==> src/rtl/frame_sample_mixer.sv <==
// Mixes 1..MAX_SRC signed beats per frame into one held PCM sample (SUM/AVG/FIRST/MUTE); result registered 1 cycle after i_last.
// No backpressure: a beat is taken every cycle i_valid is high. Optional peak meter under `ifdef MIX_PEAK_EN.
module frame_sample_mixer #(
  parameter  int DATA_W  = 16,
  parameter  int MAX_SRC = 8,
  localparam int ACC_W   = DATA_W + $clog2(MAX_SRC) + 1
) (
  input  logic              i_clk,
  input  logic              i_rst,
  input  logic              i_valid,
  input  logic [DATA_W-1:0] i_data,
  input  logic              i_last,
  input  logic [1:0]        i_mode,
`ifdef MIX_PEAK_EN
  input  logic              i_peak_clr,
  output logic [DATA_W-2:0] o_peak,
`endif
  output logic [DATA_W-1:0] o_data,
  output logic              o_valid,
  output logic              o_clip,
  output logic              o_overrun,
  output logic              o_busy
);

  localparam int CNT_W = $clog2(MAX_SRC + 1);
  localparam logic signed [ACC_W-1:0] SAT_MAX = ACC_W'(2 ** (DATA_W - 1) - 1);
  localparam logic signed [ACC_W-1:0] SAT_MIN = ~SAT_MAX;

  typedef enum logic {S_IDLE, S_ACC} state_t;
  typedef enum logic [1:0] {M_SUM, M_AVG, M_FIRST, M_MUTE} mode_t;

  state_t                   r_state, w_state_nxt;
  mode_t                    r_mode, w_mode_base;
  logic signed [ACC_W-1:0]  r_acc, w_acc_base, w_acc_nxt, w_beat, w_scaled;
  logic [CNT_W-1:0]         r_cnt, w_cnt_base, w_cnt_nxt;
  logic                     r_ovr, w_ovr_base, w_ovr_nxt;
  logic                     w_accept, w_fin, w_clip;
  logic [DATA_W-1:0]        w_res;
  logic [DATA_W-1:0]        r_data;
  logic                     r_valid, r_clip, r_overrun;

  function automatic logic [CNT_W-1:0] f_ceil_log2(input logic [CNT_W-1:0] c);
    logic [CNT_W-1:0] s;
    s = '0;
    for (int k = 0; k < CNT_W; k++)
      if ((1 << k) < int'(c)) s = CNT_W'(k + 1);
    return s;
  endfunction

  always_ff @(posedge i_clk) begin
    if (i_rst) r_state <= S_IDLE;
    else       r_state <= w_state_nxt;
  end

  always_comb begin
    w_state_nxt = r_state;
    w_beat      = {{(ACC_W - DATA_W){i_data[DATA_W-1]}}, i_data};
    // In idle the frame starts fresh, so the first beat sees an empty context and the live mode.
    if (r_state == S_IDLE) begin
      w_acc_base  = '0;
      w_cnt_base  = '0;
      w_ovr_base  = 1'b0;
      w_mode_base = mode_t'(i_mode);
    end else begin
      w_acc_base  = r_acc;
      w_cnt_base  = r_cnt;
      w_ovr_base  = r_ovr;
      w_mode_base = r_mode;
    end
    w_accept  = i_valid && (w_cnt_base < CNT_W'(MAX_SRC));
    w_fin     = i_valid && i_last;
    w_acc_nxt = w_acc_base;
    w_cnt_nxt = w_cnt_base;
    w_ovr_nxt = w_ovr_base;
    if (w_accept) begin
      w_cnt_nxt = w_cnt_base + 1'b1;
      if (!(w_mode_base == M_FIRST && w_cnt_base != '0))
        w_acc_nxt = w_acc_base + w_beat;
    end else if (i_valid) begin
      w_ovr_nxt = 1'b1;
    end
    case (r_state)
      S_IDLE:  if (i_valid && !i_last) w_state_nxt = S_ACC;
      S_ACC:   if (w_fin) w_state_nxt = S_IDLE;
      default: w_state_nxt = S_IDLE;
    endcase

    w_scaled = (w_mode_base == M_AVG) ? (w_acc_nxt >>> f_ceil_log2(w_cnt_nxt)) : w_acc_nxt;
    w_clip   = 1'b0;
    w_res    = w_scaled[DATA_W-1:0];
    if (w_mode_base == M_MUTE) begin
      w_res = '0;
    end else if (w_scaled > SAT_MAX) begin
      w_res  = SAT_MAX[DATA_W-1:0];
      w_clip = 1'b1;
    end else if (w_scaled < SAT_MIN) begin
      w_res  = SAT_MIN[DATA_W-1:0];
      w_clip = 1'b1;
    end
  end

  always_ff @(posedge i_clk) begin
    if (i_rst) begin
      r_acc     <= '0;
      r_cnt     <= '0;
      r_ovr     <= 1'b0;
      r_mode    <= M_SUM;
      r_data    <= '0;
      r_valid   <= 1'b0;
      r_clip    <= 1'b0;
      r_overrun <= 1'b0;
    end else begin
      r_acc   <= w_acc_nxt;
      r_cnt   <= w_cnt_nxt;
      r_ovr   <= w_ovr_nxt;
      r_mode  <= w_mode_base;
      r_valid <= w_fin;
      if (w_fin) begin
        r_data    <= w_res;
        r_clip    <= w_clip;
        r_overrun <= w_ovr_nxt;
      end
    end
  end

`ifdef MIX_PEAK_EN
  logic [DATA_W-1:0] w_neg;
  logic [DATA_W-2:0] w_mag, r_peak;

  // Negating the most negative sample overflows back to itself; its MSB marks the saturating case.
  always_comb begin
    w_neg = ~w_res + 1'b1;
    if (!w_res[DATA_W-1])     w_mag = w_res[DATA_W-2:0];
    else if (w_neg[DATA_W-1]) w_mag = '1;
    else                      w_mag = w_neg[DATA_W-2:0];
  end

  always_ff @(posedge i_clk) begin
    if (i_rst)                          r_peak <= '0;
    else if (w_fin) begin
      if (i_peak_clr || w_mag > r_peak) r_peak <= w_mag;
    end else if (i_peak_clr)            r_peak <= '0;
  end

  assign o_peak = r_peak;
`endif

  assign o_data    = r_data;
  assign o_valid   = r_valid;
  assign o_clip    = r_clip;
  assign o_overrun = r_overrun;
  assign o_busy    = (r_state == S_ACC);

endmodule

==> config.mk <==
export PLATFORM = sky130hd
export DESIGN_NAME = frame_sample_mixer
export DESIGN_NICKNAME = d
export VERILOG_FILES = /design/src/rtl/frame_sample_mixer.sv
export SDC_FILE = /design/constraint.sdc
export NUM_CORES = 1
export LEC_CHECK = 0
export CORE_MARGIN = 2
export CORE_UTILIZATION = 50
export DETAILED_ROUTE_END_ITERATION = 8
export PLACE_DENSITY = 0.77
export SLEW_MARGIN = 15
export SYNTH_ARGS = -nofsm -noshare
export SYNTH_HDL_FRONTEND = slang
export SYNTH_SLANG_ARGS = --single-unit
==> constraint.sdc <==
create_clock -name i_clk -period 5.5 [get_ports i_clk]
set_input_delay 1.1 -clock i_clk [delete_from_list [all_inputs] [get_ports i_clk]]
set_output_delay 1.1 -clock i_clk [all_outputs]
set_load 0.005 [all_outputs]
; ---- After elaboration in Yosys (flattened, before gate mapping)
; Cells that the tools add are included.
[classes]
order_cmp = 7
n_addsub = 2
n_bitwise = 1
n_eq_ne = 3
n_shift = 1
n_mux = 23
reduce_logical = 6
[op_table]
columns = operator, n
row1 = $mux 20, 4
row2 = $mux 16, 3
row3 = $add 20x16->20, 1
row4 = $gt 20x16->1 const B, 1
row5 = $lt 20x16->1 const B, 1
row6 = $mux 4, 5
row7 = $sshr 20x4->20, 1
row8 = $mux 1, 9
row9 = $add 4x1->4 const B, 1
row10 = $eq 2x2->1 const B, 2
row11 = $logic_and 1x1->1, 4
row12 = $lt 1x4->1 const A, 1
row13 = $lt 2x4->1 const A, 1
row14 = $lt 3x4->1 const A, 1
row15 = $lt 4x4->1 const A, 1
row16 = $lt 4x4->1 const B, 1
row17 = $reduce_bool 4->1, 1
row18 = $eq 2x1->1 const B, 1
row19 = $mux 2, 1
row20 = $pmux 1 s2, 1
row21 = $logic_not 1->1, 1
row22 = $not 1->1, 1
[totals]
output_inout_bits = 20
regBits = 47
elab_cells = 52
in_bits = 22

; ---- Longest topological paths before layout
; Gate-level depths: netlist of run 1.
[depth]
depth_word = 15
ltp_mapped = 21
mapped_depth_nobuf = 13

; ---- Worst setup path after synthesis of run 1
; OpenSTA, ideal clock, no wires.
[synth_timing]
kind = reg-to-reg
start = register (tool-made name)
end = register r_clip, in the netlist o_clip
setup_time_ns = 0.117
required_ns = 5.383
setup_slack_ns = 0.755
stages_incl_launch_ff = 21
synth_period_minus_slack_ns = 4.745
t_arrival_ns = 4.627
path_buffers = 8
path_cell_list = dfxtp_1 -> buf_6 -> buf_6 -> buf_6 -> buf_6 -> buf_2 -> clkbuf_1 -> clkbuf_1 -> and2_1 -> ha_1 -> clkbuf_1 -> a21o_1 -> a221o_1 -> a221oi_2 -> and3_1 -> nand3_1 -> nand3_1 -> mux2i_1 -> a31oi_4 -> or4_1 -> a32o_1
[synth_lines]
columns = item, line_no
row1 = end signal: assignment, 120  ; r_clip <= w_clip;
row2 = end: declaration, 40  ; logic r_valid, r_clip, r_overrun;

; ---- Worst setup path in the final report of run 1
[layout_timing]
start = input port i_data[1]
end = register r_data[0], in the netlist o_data[0]
[layout_between]
elab_chain_len = 9
elab_cells_between_ends = 10
cone_classes = 1 x add/sub / 2 x order compare / 1 x shift / 6 x mux
[layout_lines]
columns = item, line_no
row1 = start: declaration, 11  ; input logic [DATA_W-1:0] i_data,
row2 = $add 20x16->20 *, 78  ; w_acc_nxt = w_acc_base + w_beat;
row3 = $mux 20 *, 77  ; if (!(w_mode_base == M_FIRST && w_cnt_base != '0))
row4 = $mux 20 *, 75  ; if (w_accept) begin
row5 = $sshr 20x4->20, 88  ; w_scaled = (w_mode_base == M_AVG) ? (w_acc_nxt >>> f_ceil_log2(w_cnt_nxt)) : w_acc_nxt;
row6 = $mux 20 *, 88
row7 = $lt 20x16->1, 96  ; end else if (w_scaled < SAT_MIN) begin
row8 = $mux 16, 96
row9 = $mux 16 *, 93  ; end else if (w_scaled > SAT_MAX) begin
row10 = $mux 16 *, 91  ; if (w_mode_base == M_MUTE) begin
row11 = end signal: assignment, 119  ; r_data <= w_res;
row12 = end: declaration, 39  ; logic [DATA_W-1:0] r_data;
; Every way passes the cells marked *; elsewhere a longest branch is shown, timed or not.
; A chain may end at the register's enable or synchronous reset.

==> out/qor.csv, run 1 <==
stage,metric,value,unit
status,status,finished clean,
place,place.gp.congestion,0.926,
logic_synthesis,synth_compound_area_share,40.2,%
sta,setup_ws,0.683,ns
logic_synthesis,synthesis.instances,727,
sta,maxSlewHeadroom,29.0,%
sta,fin_skew,0.00861,ns
floorplanning,core,10300,um2
grt,grt_pass1_vias,5449,
final_layout,syn2layout_area_growth,9.31,%
place,port_buffers,41,
clocking,cts_setup_buffers,0,
logic_synthesis,async_flop_share,0,%
clocking,clk_pin_slew,0.10,ns
detailed_routing,dr.pass1.iters,6,
logic_synthesis,synth_fp_nets,760,
logic_synthesis,synthMuxAreaShare,3.19,%
floorplanning,die_w,107,um
worst_hold_path,min_path_type,reg2reg,
logic_synthesis,netlist_area,5300,um2
power,design_power_total,0.000957,W
sta,setup_tns,0,ns
worst_hold_path,min-delay-start,o_data[15],
detailed_routing,viasPerCell,6.83,
worst_hold_path,min_to,o_data[15],
place,pre_cts_slack,0.442,ns
logic_synthesis,synth_top_area_share,17.8,%
logic_synthesis,synth_top_cell_by_area,dfxtp_1,
logic_synthesis,ys.warnings.count,0,
clocking,h-tree-depth,2,
floorplanning,io-pin-count,42,
clocking,hold_buffers,0,
detailed_routing,dr.first_iter.drc_count,669,
worst_setup_path,critPathArrivalTime,4.97,ns
clocking,cts.sinks,47,
grt,grt_max_degree,35,
logic_synthesis,yosys.area_share.xor_xnor,3.64,%
logic_synthesis,synth_top_family_by_area,compound AO/OA/AOI/OAI gates,
final_layout,drive_gt1_share,9.41,%
detailed_routing,routed_wirelength,16600,um
clocking,clockBufferDepth,2,
worst_hold_path,worstHoldPathCells,2,
sta,fmax,208,MHz
worst_setup_path,critPathKind,in2reg,
grt,grt_pass1_wl,26900,um
sta,fin_crit_sh,87.6,%
floorplanning,placementRows,37,
clocking,cts_resized,0,
detailed_routing,vias,5931,
sta,hold_viol_final,0,
final_layout,diodes,0,
logic_synthesis,synth_seq_area_share,17.8,%
detailed_routing,route.detailed.drc,0,
detailed_routing,ant_nets,0,
sta,setup_viol,0,
worst_setup_path,timing.rr.end,o_data[0],
logic_synthesis,yosys_register_bits,47,
floorplanning,fp.dieH,107,um
logic_synthesis,synthSimpleGateAreaFrac,26.0,%
worst_setup_path,worstPathRequired,5.66,ns
clocking,cts_tree,yes,
logic_synthesis,syn_area_per_cell,7.28,um2
detailed_routing,wl_per_cell,19.1,um
clocking,cts_buffers,5,
place,hpwl,12100,um
job,maxCapViolations,0,
logic_synthesis,synth_edf_count,0,
final_layout,layout.nets,766,
worst_setup_path,endpoint_kind,register,
worst_setup_path,r2r_cells,13,
grt,antenna_found_initial,0,
floorplanning,initial_core_util,51.3,%
sta,maxSlewViolCount,0,
sta,rsz0062_at_grt,no,
logic_synthesis,synth_fa_ha_area_share,2.81,%
worst_setup_path,r2r_slack,0.80,ns
grt,track_usage,28.9,%
sta,tightest_slew,1.06,ns
grt,grt_remaining_overflow,0,
logic_synthesis,ys_dominant_reg_cell,dfxtp_1,
clocking,cts_root_buf,clkbuf_8,
logic_synthesis,yosys-top-cells-area,"dfxtp_1 (18%), nand2_1 (6.5%), nor2_1 (5.1%)",
sta,finalCriticalPeriod,4.82,ns
worst_setup_path,worstPathMaxFanout,15,
power,cellLeakagePower,2.10,nW
clocking,clkLatencyLatePin,0.32,ns
floorplanning,dieArea,11400,um2
power,ir_drop,0.000103,V
logic_synthesis,ys_types,97,
power,cellPowerDensity,165,nW/um2
worst_setup_path,worst_setup_path_start_kind,primary input,
==> area by class of cell <==
class	instances	area (um2)
inverters	10	37.5
clock buffers	5	68.8
well taps	136	170
clock inverters	2	13.8
flip-flops and latches	47	942
multi-input cells	612	4030
repair buffers	57	531
fillers	983	4540
==> Yosys cell counts, drive strengths merged (4+ instances only) <==
cell     number
nor2         72
dfxtp        47
mux2i        12
mux2          4
a221oi        6
clkbuf       23
buf          35
a21oi        43
ha           11
a31oi        20
o22ai         8
nor2b         5
o21ai        46
nor3         12
o2111ai       6
a311oi        4
a21boi        8
nand2        92
nand4         9
a21o          8
nor4bb        5
a22oi        16
xor2         10
and3          8
inv          10
o311ai        5
and3b         4
o21a          9
o211ai       35
and2         18
a211oi       13
nand3        36
or2           4
xnor2        12
==> how the worst max path moves through the flow <==
| stage | start | end | slack, ns | depth (start not counted) |
|---|---|---|---|---|
| after global routing | i_data[15] | o_data[1] | 0.43 | 12 |
| after floorplan | register | o_clip | 0.76 | 20 |
| after CTS | i_data[1] | o_data[0] | 0.76 | 13 |
| after global placement | i_data[15] | o_data[8] | 0.57 | 12 |
| after detailed placement | i_data[1] | o_data[0] | 0.44 | 13 |
| final | i_data[1] | o_data[0] | 0.68 | 13 |
==> sequential cells by signal, summed over array words and instances, names as in the netlist, named ones only <==
| name | flops |
|---|---|
| r_ovr | 1 |
| r_mode | 2 |
| o_clip | 1 |
| o_data | 16 |
| o_valid | 1 |
| r_acc | 20 |
| r_cnt | 4 |
| o_overrun | 1 |
==> per-layer routing <==
metal	share of wire [%]	track usage, %	wire, um	vias to the layer above
met1	43	38.8	7210	2830
met4	2.2	9.93	362	0
met3	6.6	2.55	1100	37
met2	48	48.6	7910	273
li1	-	-	-	2791
met5	0	0	0	-
==> logic make-up after synthesis <==
| family | count (synthesis) |
|---|---|
| and+or+nand+nor | 284 |
| DFF | 47 |
| buffers and inverters | 68 |
| adders and majority gates | 12 |
| muxes | 16 |
| xor gates and xnor gates | 22 |
| AOI/OAI and AO/OA | 278 |
==> metrics by stage <==
| step | utilization (%) | std cells | hold slack, ns | area, um2 |
|---|---|---|---|---|
| 6_report | 56.1 | 869 | 0.487 | 5790 |
| 5_1_grt | 56.1 | 869 | 0.509 | 5790 |
| 4_1_cts | 56.1 | 869 | 0.490 | 5790 |
| 3_5_place_dp | 55.3 | 862 | 0.475 | 5710 |
| 3_3_place_gp | 55.3 | 862 | 0.467 | 5710 |
| 2_1_floorplan | - | 727 | 0.449 | 5300 |
==> power breakdown <==
group	internal (W)	switching, W	total, W	leakage [nW]
logic	0.000137	0.000202	0.000340	1.67
clock network	0.0000876	0.000138	0.000226	0.0440
registers	0.000364	0.0000280	0.000391	0.386
total	0.000588	0.000369	0.000957	2.10
==> cell usage in the layout, fill, tap and decap left out, drive strengths merged, types with 10 or more instances in the layout <==
cell / n
dfxtp: 47
xnor2: 12
and2: 18
nand3: 36
o21ai: 46
a211oi: 13
ha: 11
a22oi: 16
nor2: 72
xor2: 10
clkdlybuf4s50: 41
nor3: 12
a31oi: 20
nand2: 92
o211ai: 35
inv: 10
a21oi: 43
buf: 16
mux2i: 12
==> worst max-delay path, stage by stage <==
cell	delay, ns
clkdlybuf4s50_1	0.60
xnor2_1	0.11
ha_1	0.27
a21o_1	0.18
maj3_2	0.32
a21o_1	0.23
a21oi_2	0.30
o211ai_2	0.14
mux2_4	0.38
a221oi_2	0.37
nand3_1	0.15
a41oi_2	0.62
o211ai_1	0.20
No activity file was read; power rests on OpenSTA's default activity.
==> inputs of run 2 (changes only) <==
--- a/config.mk
+++ b/config.mk
@@ -7,8 +7,10 @@
 export LEC_CHECK = 0
 export CORE_MARGIN = 2
 export CORE_UTILIZATION = 50
+export CTS_CLUSTER_DIAMETER = 150
 export DETAILED_ROUTE_END_ITERATION = 8
-export PLACE_DENSITY = 0.77
+export DONT_BUFFER_PORTS = 1
+export PLACE_DENSITY = 0.72
 export SLEW_MARGIN = 15
 export SYNTH_ARGS = -nofsm -noshare
 export SYNTH_HDL_FRONTEND = slang
==> run 2 against run 1 <==
Cell count down 5.2%. Power is essentially flat. Critical endpoint unchanged. Via count decreased by 1.7%. Count of clock-buffer cells in the layout stayed put. Clock skew down 0.0014 ns.
==> out/qor.csv, run 2 (same netlist as run 1, synthesis figures left out) <==
stage,metric,value,unit
status,status,finished clean,
grt,grt_pass1_vias,5371,
grt,grt_remaining_overflow,0,
worst_setup_path,worst_path_max_delay_cell,dfxtp_2,
sta,setup_viol,0,
clocking,clockBufferDepth,2,
final_layout,seq_area,942,um2
power,pwr-share-comb,29.7,%
worst_setup_path,endpoint_kind,register,
sta,tightest_slew,1.17,ns
worst_setup_path,critPathKind,reg2reg,
final_layout,regMostFlops,r_acc,
place,place_area,5260,um2
clocking,cts.sinks,47,
clocking,clkLatencyLatePin,0.32,ns
final_layout,n_fill_cell,986,
power,p_sw_share,36.5,%
sta,finalCriticalPeriod,4.45,ns
clocking,cts_resized,0,
worst_setup_path,critPathArrivalTime,4.61,ns
power,design_power_total,0.000956,W
final_layout,syn2layout_area_growth,1.49,%
detailed_routing,viasPerCell,7.08,
sta,fin_skew,0.00721,ns
clocking,cts_setup_buffers,0,
clocking,hold_buffers,0,
sta,holdWs,0.501,ns
clocking,cts_buffers,5,
worst_setup_path,path_cells,"buf_4, and2_1, ha_1, a21o_1, a221o_1, a221oi_2, and3_1, nand3_1, nand3_1, mux2i_1, a31oi_4, o311ai_4, o211ai_1",
worst_setup_path,worstPathMaxFanout,24,
final_layout,mostFrequentLayoutCells,"nand2_1 (92), nor2_1 (72), dfxtp_1 (46), a21oi_1 (41), o21ai_0 (38)",
final_layout,layout.nets,720,
floorplanning,io-pin-count,42,
power,p_int,0.000607,W
grt,antenna_found_initial,0,
worst_setup_path,cpMostUsedCell,nand3_1,
power,seqPwrFrac,41.1,%
place,hpwl,12100,um
sta,hold_viol_final,0,
power,clkPwrFrac,29.1,%
power,cellPowerDensity,178,nW/um2
detailed_routing,dr.pass1.iters,7,
final_layout,drive_gt1_share,9.45,%
final_layout,diodes,0,
clocking,h-tree-depth,2,
grt,grt_max_degree,31,
worst_setup_path,worst_setup_path_start_kind,register,
detailed_routing,routed_wirelength,16500,um
sta,maxSlewViolCount,0,
floorplanning,initial_core_util,51.3,%
floorplanning,core,10300,um2
floorplanning,die_w,107,um
sta,fmax,225,MHz
clocking,cts_tree,yes,
grt,track_usage,28.4,%
sta,rsz0062_at_grt,no,
sta,fin_crit_sh,80.9,%
floorplanning,fp.dieH,107,um
floorplanning,placementRows,37,
worst_hold_path,min_path_type,reg2reg,
place,place.gp.congestion,0.962,
power,cellLeakagePower,1.94,nW
detailed_routing,dr.first_iter.drc_count,804,
grt,grt_pass1_wl,26500,um
sta,maxSlewHeadroom,21.8,%
sta,setup_tns,0,ns
clocking,clk_pin_slew,0.10,ns
worst_setup_path,max_stage_delay,0.66,ns
detailed_routing,vias,5833,
detailed_routing,route.detailed.drc,0,
job,maxCapViolations,0,
detailed_routing,wl_per_cell,20.0,um
power,ir_drop,0.000145,V
power,p_sw,0.000349,W
floorplanning,dieArea,11400,um2
clocking,cts_root_buf,clkbuf_8,
final_layout,layout_commonest_cell,nand2_1,
final_layout,largest_reg_flops,20,
worst_setup_path,worstPathRequired,5.66,ns
final_layout,multi_input_area,4030,um2
detailed_routing,ant_nets,0,
final_layout,final_cell_area,5370,um2
place,port_buffers,0,
## run 2: final timing paths
path / start / to / slack (ns) / cells past startpoint
setup / recovery: register / o_data[0] / 1.05 / 13
hold / removal: o_data[15] / o_data[15] / 0.50 / 2
setup reg to reg: register / o_data[0] / 1.05 / 13
hold reg to reg: o_data[15] / o_data[15] / 0.50 / 2
## run 2: layer usage
metal  global-route usage [%]  wire (um)  vias to the layer above  part of all wire (%)
li1                         -          -                     2687                     -
met1                     36.6       6820                     2787                    41
met2                     48.4       7850                      312                    48
met3                     3.71       1300                       47                   7.9
met4                     10.2        498                        0                   3.0
met5                        0          0                        -                     0
## run 2: area by class of cell
cell class / instances / area share, %
Clock inverter: 3 / 0.885
Clock buffer: 5 / 1.28
Timing Repair Buffer: 11 / 1.54
Tap cell: 136 / 3.17
Inverter: 10 / 0.698
Multi-Input combinational cell: 612 / 74.9
Sequential cell: 47 / 17.5
## run 2: critical path: cells and delay by family (launching register included)
family                   cells  cell delay, ns
AO/OA/AOI/OAI                6            2.03
adder cells (fa/ha/maj)      1            0.33
buffers and inverters        1            0.28
flip-flops                   1            0.66
multiplexers                 1            0.32
AND/OR/NAND/NOR              4            0.66
## run 2: per-stage QoR
stage                     setup WS [ns]  std cells  util [%]
after floorplan                   0.755        727         -
after global placement             1.08        816      50.9
after detailed placement          0.920        816      50.9
after CTS                          1.07        824      52.1
after global routing              0.760        824      52.1
final                              1.05        824      52.1
## run 2: power by group through the flow
stage,registers (W),logic (W),clock network (W)
2_1_floorplan,0.000383,0.000248,0
3_3_place_gp,0.000400,0.000268,0
3_5_place_dp,0.000401,0.000275,0
4_1_cts,0.000393,0.000277,0.000279
5_1_grt,0.000397,0.000311,0.000289
6_report,0.000394,0.000285,0.000278
==> inputs of run 3 (changes only) <==
--- a/config.mk
+++ b/config.mk
@@ -10,7 +10,7 @@
 export CTS_CLUSTER_DIAMETER = 150
 export DETAILED_ROUTE_END_ITERATION = 8
 export DONT_BUFFER_PORTS = 1
-export PLACE_DENSITY = 0.72
+export PLACE_DENSITY = 0.75
 export SLEW_MARGIN = 15
 export SYNTH_ARGS = -nofsm -noshare
 export SYNTH_HDL_FRONTEND = slang
==> constraint.sdc (replaced) <==
create_clock -name i_clk -period 3.7 [get_ports i_clk]
set_input_delay 0.74 -clock i_clk [delete_from_list [all_inputs] [get_ports i_clk]]
set_output_delay 0.74 -clock i_clk [all_outputs]
set_load 0.005 [all_outputs]
==> run 3 against run 2 <==
Design area rose by 18%. Register-to-register slack got worse by 0.97 ns. Fmax rose by 23%. Critical path type unchanged. Largest cell class unchanged.
==> out/qor.csv, run 3 (same netlist as run 1, synthesis figures left out) <==
stage,metric,value,unit
grt,track_usage,31.8,%
floorplanning,die_w,107,um
worst_setup_path,endpoint_kind,register,
job,maxCapViolations,0,
detailed_routing,routed_wirelength,18500,um
clocking,cts_root_buf,clkbuf_8,
clocking,h-tree-depth,2,
clocking,cts_tree,yes,
clocking,cts_buffers,5,
worst_setup_path,path_cells,"and2_4, ha_4, ha_4, a21o_1, maj3_2, a21o_1, a21oi_2, o211ai_2, mux2_4, a221oi_4, a31oi_4, or4_1, a32o_1",
final_layout,diodes,0,
detailed_routing,vias,6245,
sta,finalCriticalPeriod,3.62,ns
sta,setup_ws,0.0793,ns
grt,grt_remaining_overflow,0,
final_layout,regMostFlops,r_acc,
place,hpwl,13800,um
detailed_routing,top_signal_layer_used,met4,
floorplanning,core,10300,um2
clocking,clkLatencyLatePin,0.32,ns
detailed_routing,wl_met3,1560,um
clocking,clk_pin_slew,0.11,ns
worst_hold_path,min_path_type,in2reg,
final_layout,mostFrequentLayoutCells,"buf_4 (104), nand2_1 (90), nor2_1 (71), dfxtp_1 (46), a21oi_1 (39)",
grt,grt_pass1_vias,5956,
sta,fin_skew,0.0166,ns
final_layout,drive_gt1_share,23.7,%
final_layout,syn2layout_area_growth,19.3,%
worst_setup_path,crit_family,compound AO/OA/AOI/OAI gates,
sta,holdWs,0.482,ns
clocking,cts.sinks,47,
sta,maxSlewViolCount,0,
sta,setup_viol,0,
floorplanning,dieArea,11400,um2
place,port_buffers,0,
detailed_routing,ant_nets,0,
final_layout,largest_reg_flops,20,
detailed_routing,dr.first_iter.drc_count,815,
detailed_routing,wl_per_cell,20.1,um
power,ir_drop,0.000244,V
grt,grt_pass1_wl,29200,um
place,pre_cts_slack,-0.115,ns
detailed_routing,wl_met1,7280,um
sta,tightest_slew,0.588,ns
grt,antenna_found_initial,0,
final_layout,layout_commonest_cell,buf_4,
place,place_area,5980,um2
clocking,clockBufferDepth,2,
sta,setup_tns,0,ns
final_layout,fin_util,61.2,%
power,cellLeakagePower,2.44,nW
worst_setup_path,critPathKind,reg2reg,
detailed_routing,route.detailed.drc,0,
detailed_routing,viasPerCell,6.78,
floorplanning,placementRows,37,
detailed_routing,dr.pass1.iters,7,
sta,fin_crit_sh,97.9,%
worst_setup_path,worst_setup_path_start_kind,register,
floorplanning,initial_core_util,51.3,%
grt,grt_max_degree,33,
floorplanning,io-pin-count,42,
sta,rsz0062_at_grt,yes,
power,cellPowerDensity,252,nW/um2
worst_setup_path,worst_path_max_delay_cell,or4_1,
sta,maxSlewHeadroom,60.5,%
sta,fmax,276,MHz
final_layout,final_cell_area,6320,um2
worst_setup_path,critPathArrivalTime,3.84,ns
worst_setup_path,worstPathMaxFanout,7,
worst_setup_path,crit_buf_inv,0,
detailed_routing,met2WireLength,8920,um
worst_setup_path,worstPathRequired,3.92,ns
status,status,finished clean,
floorplanning,fp.dieH,107,um
worst_setup_path,max_stage_delay,0.52,ns
sta,hold_viol_final,0,
final_layout,layout.nets,817,
place,place.gp.congestion,0.958,
[run 3: cell count changes in the layout (fill, tap and decap cells not counted), moves of 3 or more]
| cell | change |
|---|---|
| and2_1 | -4 |
| o21ai_0 | -4 |
| buf_12 | +3 |
| ha_4 | +4 |
| ha_1 | -5 |
| o21ai_1 | +3 |
| and2_4 | +4 |
| buf_4 | +93 |
[run 3: final timing paths]
| check | startpoint | to | slack (ns) | cells after the start |
|---|---|---|---|---|
| setup / recovery | register | o_clip | 0.08 | 13 |
| hold / removal | i_rst | r_acc[9] | 0.48 | 1 |
| setup reg to reg | register | o_clip | 0.08 | 13 |
| hold reg to reg | o_data[15] | o_data[15] | 0.51 | 2 |
[run 3: final cells by class]
cell class,count,area [um2]
multi-input combinational,612,4180
fill,906,4010
sequential,47,945
timing repair buffer,108,856
tap,136,170
clock buffer,6,72.6
clock inverter,2,60.1
inverter,10,37.5
[run 3: through the flow]
step,power (W),cells
after floorplan,0.000947,727
after global placement,0.00107,904
after detailed placement,0.00109,904
after CTS,0.00156,913
after global routing,0.00166,921
final,0.00159,921
[run 3: repair_timing]
| item | in CTS | in global routing |
|---|---|---|
| buffers inserted | 1 | 8 |
| endpoints found under the setup margin | 16 | 16 |
| hold buffers | 0 | 0 |
| gates resized for setup | 3 | 31 |
| pin swaps | 1 | 13 |
| gates cloned | 0 | 0 |
[run 3: per-layer routing]
layer | track usage (%) | vias to the layer above
li1 | - | 2894
met5 | 0 | -
met3 | 5.84 | 62
met4 | 12.5 | 0
met1 | 39.1 | 2968
met2 | 54.7 | 321
[run 3: where the power goes]
part	internal, W	switching, W
Combinational	0.000233	0.000305
Sequential	0.000540	0.0000375
Clock	0.000271	0.000205
